===== src/rtl/cpu_pkg.sv =====
// Shared fetch-stage definitions.
// Contents:
//   fetch_state_t        - fetch controller states (BOOT, RUN, HALTED_BY_STALL)
//   DEFAULT_RESET_VECTOR - PC value loaded at reset
//   DEFAULT_PC_STEP      - byte increment per sequential fetch
//   NOP_INSTR            - canonical NOP (addi x0,x0,0), handy for benches
package cpu_pkg;

    typedef enum logic [1:0] {
        BOOT            = 2'd0,
        RUN             = 2'd1,
        HALTED_BY_STALL = 2'd2
    } fetch_state_t;

    localparam logic [31:0] DEFAULT_RESET_VECTOR = 32'h0000_0000;
    localparam int          DEFAULT_PC_STEP      = 4;
    localparam logic [31:0] NOP_INSTR            = 32'h0000_0013;

endpackage


===== src/rtl/pc_register.sv =====
// Program counter register for the fetch stage.
// Ports:
//   clk, rst_n - clock and asynchronous active-low reset
//   advance    - step the PC by PC_STEP (one sequential fetch)
//   load       - load a redirect target; takes priority over advance
//   load_pc    - redirect target, forced to word alignment on load
//   pc         - current PC
module pc_register
    import cpu_pkg::*;
#(
    parameter int                       ADDRESS_WIDTH = 32,
    parameter logic [ADDRESS_WIDTH-1:0] RESET_VECTOR  = ADDRESS_WIDTH'(DEFAULT_RESET_VECTOR),
    parameter int                       PC_STEP       = DEFAULT_PC_STEP
) (
    input  logic                     clk,
    input  logic                     rst_n,
    input  logic                     advance,
    input  logic                     load,
    input  logic [ADDRESS_WIDTH-1:0] load_pc,
    output logic [ADDRESS_WIDTH-1:0] pc
);

    logic [ADDRESS_WIDTH-1:0] pc_q;
    logic [ADDRESS_WIDTH-1:0] pc_d;

    // Redirect targets drop their two low bits; the increment simply wraps
    // modulo 2^ADDRESS_WIDTH.
    always_comb begin
        pc_d = pc_q;
        if (load) begin
            pc_d = load_pc & ~ADDRESS_WIDTH'(3);
        end else if (advance) begin
            pc_d = pc_q + ADDRESS_WIDTH'(PC_STEP);
        end
    end

    always_ff @(posedge clk or negedge rst_n) begin
        if (!rst_n) begin
            pc_q <= RESET_VECTOR;
        end else begin
            pc_q <= pc_d;
        end
    end

    assign pc = pc_q;

endmodule


===== src/rtl/instruction_fetch.sv =====
// Fetch stage: owns the PC, drives the combinational instruction memory
// read port and presents the fetched instruction to decode through a
// registered valid/ready output slot.
// Ports:
//   clk, rst_n          - clock and asynchronous active-low reset
//   imem_address        - memory address (the PC itself)
//   imem_instruction    - memory read data, same cycle as the address
//   stall               - freeze fetch; a held slot may still drain
//   redirect_valid/_pc  - change the PC; squashes the output slot
//   if_valid/if_ready   - output slot handshake with decode
//   if_pc/if_instruction- slot contents
//   misaligned_redirect - pulse when a redirect target was not word aligned
//   fetch_count         - slots accepted by decode, saturating
module instruction_fetch
    import cpu_pkg::*;
#(
    parameter int                       ADDRESS_WIDTH = 32,
    parameter int                       DATA_WIDTH    = 32,
    parameter logic [ADDRESS_WIDTH-1:0] RESET_VECTOR  = ADDRESS_WIDTH'(DEFAULT_RESET_VECTOR),
    parameter int                       PC_STEP       = DEFAULT_PC_STEP
) (
    input  logic                     clk,
    input  logic                     rst_n,
    output logic [ADDRESS_WIDTH-1:0] imem_address,
    input  logic [DATA_WIDTH-1:0]    imem_instruction,
    input  logic                     stall,
    input  logic                     redirect_valid,
    input  logic [ADDRESS_WIDTH-1:0] redirect_pc,
    output logic                     if_valid,
    input  logic                     if_ready,
    output logic [ADDRESS_WIDTH-1:0] if_pc,
    output logic [DATA_WIDTH-1:0]    if_instruction,
    output logic                     misaligned_redirect,
    output logic [31:0]              fetch_count
);

    fetch_state_t             state_q;
    logic                     if_valid_q;
    logic [ADDRESS_WIDTH-1:0] if_pc_q;
    logic [DATA_WIDTH-1:0]    if_instruction_q;
    logic                     misaligned_q;
    logic [31:0]              fetch_count_q;
    logic [ADDRESS_WIDTH-1:0] pc;
    logic                     accept;
    logic                     fire;

    // A fetch fills the slot only when it is empty or being drained this
    // cycle, so a stalled-by-decode slot is never overwritten.
    assign accept = if_valid_q & if_ready;
    assign fire   = (state_q == RUN) & ~stall & ~redirect_valid & (~if_valid_q | if_ready);

    pc_register #(
        .ADDRESS_WIDTH (ADDRESS_WIDTH),
        .RESET_VECTOR  (RESET_VECTOR),
        .PC_STEP       (PC_STEP)
    ) u_pc_register (
        .clk     (clk),
        .rst_n   (rst_n),
        .advance (fire),
        .load    (redirect_valid),
        .load_pc (redirect_pc),
        .pc      (pc)
    );

    // Controller, output slot and debug counter. Redirect dominates the slot
    // update: it squashes whatever is there and is never counted, even when
    // decode happens to be ready in the same cycle.
    always_ff @(posedge clk or negedge rst_n) begin
        if (!rst_n) begin
            state_q          <= BOOT;
            if_valid_q       <= 1'b0;
            if_pc_q          <= '0;
            if_instruction_q <= '0;
            misaligned_q     <= 1'b0;
            fetch_count_q    <= '0;
        end else begin
            misaligned_q <= redirect_valid & (redirect_pc[1:0] != 2'b00);

            unique case (state_q)
                BOOT:            state_q <= RUN;
                RUN:             if (stall && !redirect_valid) state_q <= HALTED_BY_STALL;
                HALTED_BY_STALL: if (!stall || redirect_valid) state_q <= RUN;
                default:         state_q <= BOOT;
            endcase

            if (redirect_valid) begin
                if_valid_q <= 1'b0;
            end else if (fire) begin
                if_valid_q       <= 1'b1;
                if_pc_q          <= pc;
                if_instruction_q <= imem_instruction;
            end else if (accept) begin
                if_valid_q <= 1'b0;
            end

            if (accept && !redirect_valid && (fetch_count_q != 32'hFFFF_FFFF)) begin
                fetch_count_q <= fetch_count_q + 32'd1;
            end
        end
    end

    assign imem_address        = pc;
    assign if_valid            = if_valid_q;
    assign if_pc               = if_pc_q;
    assign if_instruction      = if_instruction_q;
    assign misaligned_redirect = misaligned_q;
    assign fetch_count         = fetch_count_q;

endmodule


===== config.mk =====
export PLATFORM = sky130hd
export DESIGN_NAME = instruction_fetch
export DESIGN_NICKNAME = d
export VERILOG_FILES = /design/src/rtl/cpu_pkg.sv /design/src/rtl/pc_register.sv /design/src/rtl/instruction_fetch.sv
export SDC_FILE = /design/constraint.sdc
export NUM_CORES = 1
export LEC_CHECK = 0
export ABC_AREA = 1
export CORE_MARGIN = 2
export CORE_UTILIZATION = 32
export CTS_BUF_LIST = sky130_fd_sc_hd__clkbuf_8
export CTS_CLUSTER_DIAMETER = 60
export DETAILED_ROUTE_END_ITERATION = 8
export GPL_TIMING_DRIVEN = 1
export PLACE_DENSITY = 0.59
export SLEW_MARGIN = 20
export SYNTH_ARGS = -nofsm -noshare
export SYNTH_HDL_FRONTEND = slang
export SYNTH_SLANG_ARGS = --single-unit

===== constraint.sdc =====
create_clock -name clk -period 2.25 [get_ports clk]
set_clock_uncertainty 0.15 [all_clocks]
set_input_delay 0.3375 -clock clk [delete_from_list [all_inputs] [get_ports clk]]
set_output_delay 0.3375 -clock clk [all_outputs]
set_load 0.05 [all_outputs]

==> results.toml <==
[critical_path]
endpoint_kind = "output pin"
worstPathCellList = "clkdlybuf4s50_1"
cp_slowest_cell = "clkdlybuf4s50_1"
r2r_cells = 11
cp-start-kind = "flop"
path_class = "flop to output pin"
cp_num_buf_inv = 1
crit_family = "buffers and inverters"
r2r_end = "fetch_count[10]"
cp_max_fo = 5
r2r_start = "fetch_count[1]"
cp_slowest_stage_delay_ps = 830
rrSetupSlack_ps = 200
cp_data_arrival_time_ps = 1690
required_ps = 1760

[placed_design]
place.gp.congestion = 0.896
dp_hpwl_um = 15400
placed_area_um2 = 9070
portBuffers = 194

[grt]
grtUsageTotal_pct = 19.7
overflow = 0
grt_pass1_vias = 6630
antenna_found_initial = 2
grt_pass1_wl_um = 34500
grt_max_degree = 48

[power]
leakagePower_nw = 4.74
power_density_nw_per_um2 = 879
vdd_drop_max_mv = 0.500

[run]
maxCapViolations = 0

[cells_and_area]
fin_nets = 1230
area_growth_pct = 40.7
final_area_um2 = 9460
drive_gt1_share_pct = 5.89

[cts]
cts_buffers = 17
path_clk_slew_ps = 90
clkSinkCount = 128
htreeDepth = 4
clockBufferDepth = 2
clkLatencyLatePin_ps = 450
cts_tree = "built"
clockRootBuffer = "clkbuf_8"

[logic_synthesis]
netlist_instances = 954
post_synth_num_cell_types = 30
ys_warn_count = 0
ys_seq_elements = 128
netlist_area_um2 = 6720
synth_seq_area_share_pct = 47.6
syn_avg_cell_area_um2 = 7.05

[worst_hold_path]
hold_depth = 3
hold_end = "if_instruction[14]"
worstHoldPathType = "input pin to flop"
hp-start = "imem_instruction[14]"

[sta]
slew_viol_final = 0
period_minus_slack_ps = 2180
setup_tns_ps = 0
fmax_mhz = 459
slew-limit-headroom_pct = 62.3
rsz0062_at_grt = "false"
timing.final.crit_share_pct = 96.8
hold_viol_final = 0
finalSetupViolations = 0
tightest_slew_ps = 564

[die]
ioPinCount = 199
die_w_um = 149
num_rows = 53
core_region_area_um2 = 20800
die_area_um2 = 22200
fp.dieH_um = 149
start_util_pct = 32.3

[routing]
ant_nets = 0
vias_per_cell = 4.56
drtIter0Drc = 429
wire_per_inst_um = 14.5
wirelength_um = 21100
dr.pass1.iters = 5
num_vias = 6610
drc_errors = 0

[outcome]
status = "completed"
## worst max path at each step
stage | startpoint | endpoint | slack (ps) | cells after the start
after global routing | fetch_count[1] | fetch_count[10] | 3 | 11
after CTS | u_pc_register.pc[25] | imem_address[25] | 0.4 | 1
final | fetch_count[5] | fetch_count[5] | 70 | 1
after floorplan | fetch_count[0] | fetch_count[11] | 130 | 11
after global placement | stall | if_pc[28] | 130 | 9
after detailed placement | stall | if_instruction[16] | 120 | 9
## through the flow
stage               cells  hold slack [ps]  power, mW  utilization [%]  setup slack, ps
global route         1448              229       8.77             45.4             3.01
finish               1449              259       8.32             45.4             73.0
CTS                  1447              227       8.43             45.2            0.416
detailed placement   1414              187       6.53             43.6              123
global placement     1414              176       6.51             43.6              129
floorplan             957             -108       5.16                -              134
## tightest hold or removal path, delay by kind of cell
kind	cells	cell delay, ps
buffers and inverters	1	390
and+or+nand+nor	2	100
## Yosys cell counts
| cell | instances | area, µm² |
|---|---|---|
| a21oi_1 | 4 | 20.0 |
| nand3b_1 | 18 | 135 |
| xor2_1 | 10 | 87.6 |
| inv_2 | 3 | 11.3 |
| nand3_1 | 40 | 200 |
| conb_1 | 1 | 3.75 |
| o21ai_1 | 1 | 5.00 |
| buf_6 | 2 | 22.5 |
| a22oi_1 | 2 | 15.0 |
| nand2_1 | 460 | 1730 |
| a31oi_1 | 1 | 6.26 |
| nor2_4 | 2 | 22.5 |
| o21ai_0 | 35 | 175 |
| dfrtp_1 | 128 | 3200 |
| ha_1 | 2 | 25.0 |
| buf_4 | 6 | 45.0 |
| and2_1 | 2 | 12.5 |
| buf_1 | 3 | 11.3 |
| clkbuf_1 | 11 | 41.3 |
| nor2_2 | 7 | 43.8 |
| o22ai_1 | 2 | 12.5 |
| buf_2 | 11 | 55.1 |
| nor3_1 | 6 | 30.0 |
| nor2_1 | 124 | 465 |
| xnor2_1 | 7 | 61.3 |
| o211ai_1 | 4 | 30.0 |
| nand2_2 | 1 | 6.26 |
| nand4_1 | 5 | 31.3 |
| nand2_4 | 1 | 11.3 |
| inv_1 | 55 | 206 |
## cells by family after synthesis
family                     after synthesis  share of synthesized area [%]
DFF                                    128                           47.6
adders and majority gates                2                          0.372
buffers and inverters                   91                           5.84
other                                    1                         0.0558
and+or+nand+nor                        666                           39.9
xor gates and xnor gates                17                           2.21
AOI/OAI and AO/OA                       49                           3.93
## sequential cells by signal (all words and copies together) (netlist names)
| signal | count |
|---|---|
| fetch_count | 32 |
| if_instruction | 32 |
| if_pc | 30 |
| u_pc_register.pc | 30 |
| state_q | 2 |
| if_valid | 1 |
| misaligned_redirect | 1 |
## layer usage
metal	routed length (µm)	vias up	global-route usage, %
met2	9880	210	32.3
met4	299	0	5.52
met5	0	-	0
met3	1660	23	5.57
li1	-	3352	-
met1	9230	3025	25.6
## timing repair
item,in CTS,in global routing
setup buffers,0,0
endpoints found under the hold margin,43,0
hold buffers,1,0
gates resized for setup,35,19
endpoints found under the setup margin,35,19
## power breakdown
group	internal (mW)	switching (mW)	total, mW
sequential	2.71	0.363	3.08
combinational	1.07	2.28	3.35
clock	0.880	1.02	1.90
total	4.66	3.66	8.32
## layout make-up
| cell class | count | area (µm²) |
|---|---|---|
| antenna | 2 | 5.00 |
| inverter | 58 | 218 |
| fill | 2179 | 11400 |
| sequential | 128 | 3200 |
| timing repair buffer | 216 | 2170 |
| clock inverter | 15 | 138 |
| multi-input combinational | 738 | 3150 |
| clock buffer | 17 | 234 |
| tap | 275 | 344 |
## placed cells by master (no fill, tap or decap), drive strengths merged, types with 6 or more instances in the layout
master,Yosys,final
nand2,462,462
clkdlybuf4s50,0,138
nor2,133,133
dfrtp,128,128
inv,58,62
nand3,40,40
o21ai,36,36
dlygate4sd2,0,35
buf,22,23
dlymetal6s2s,0,19
nand3b,18,18
clkbuf,11,17
xor2,10,10
xnor2,7,7
nor3,6,6
Note: power is estimated with default switching activity, not from simulation.
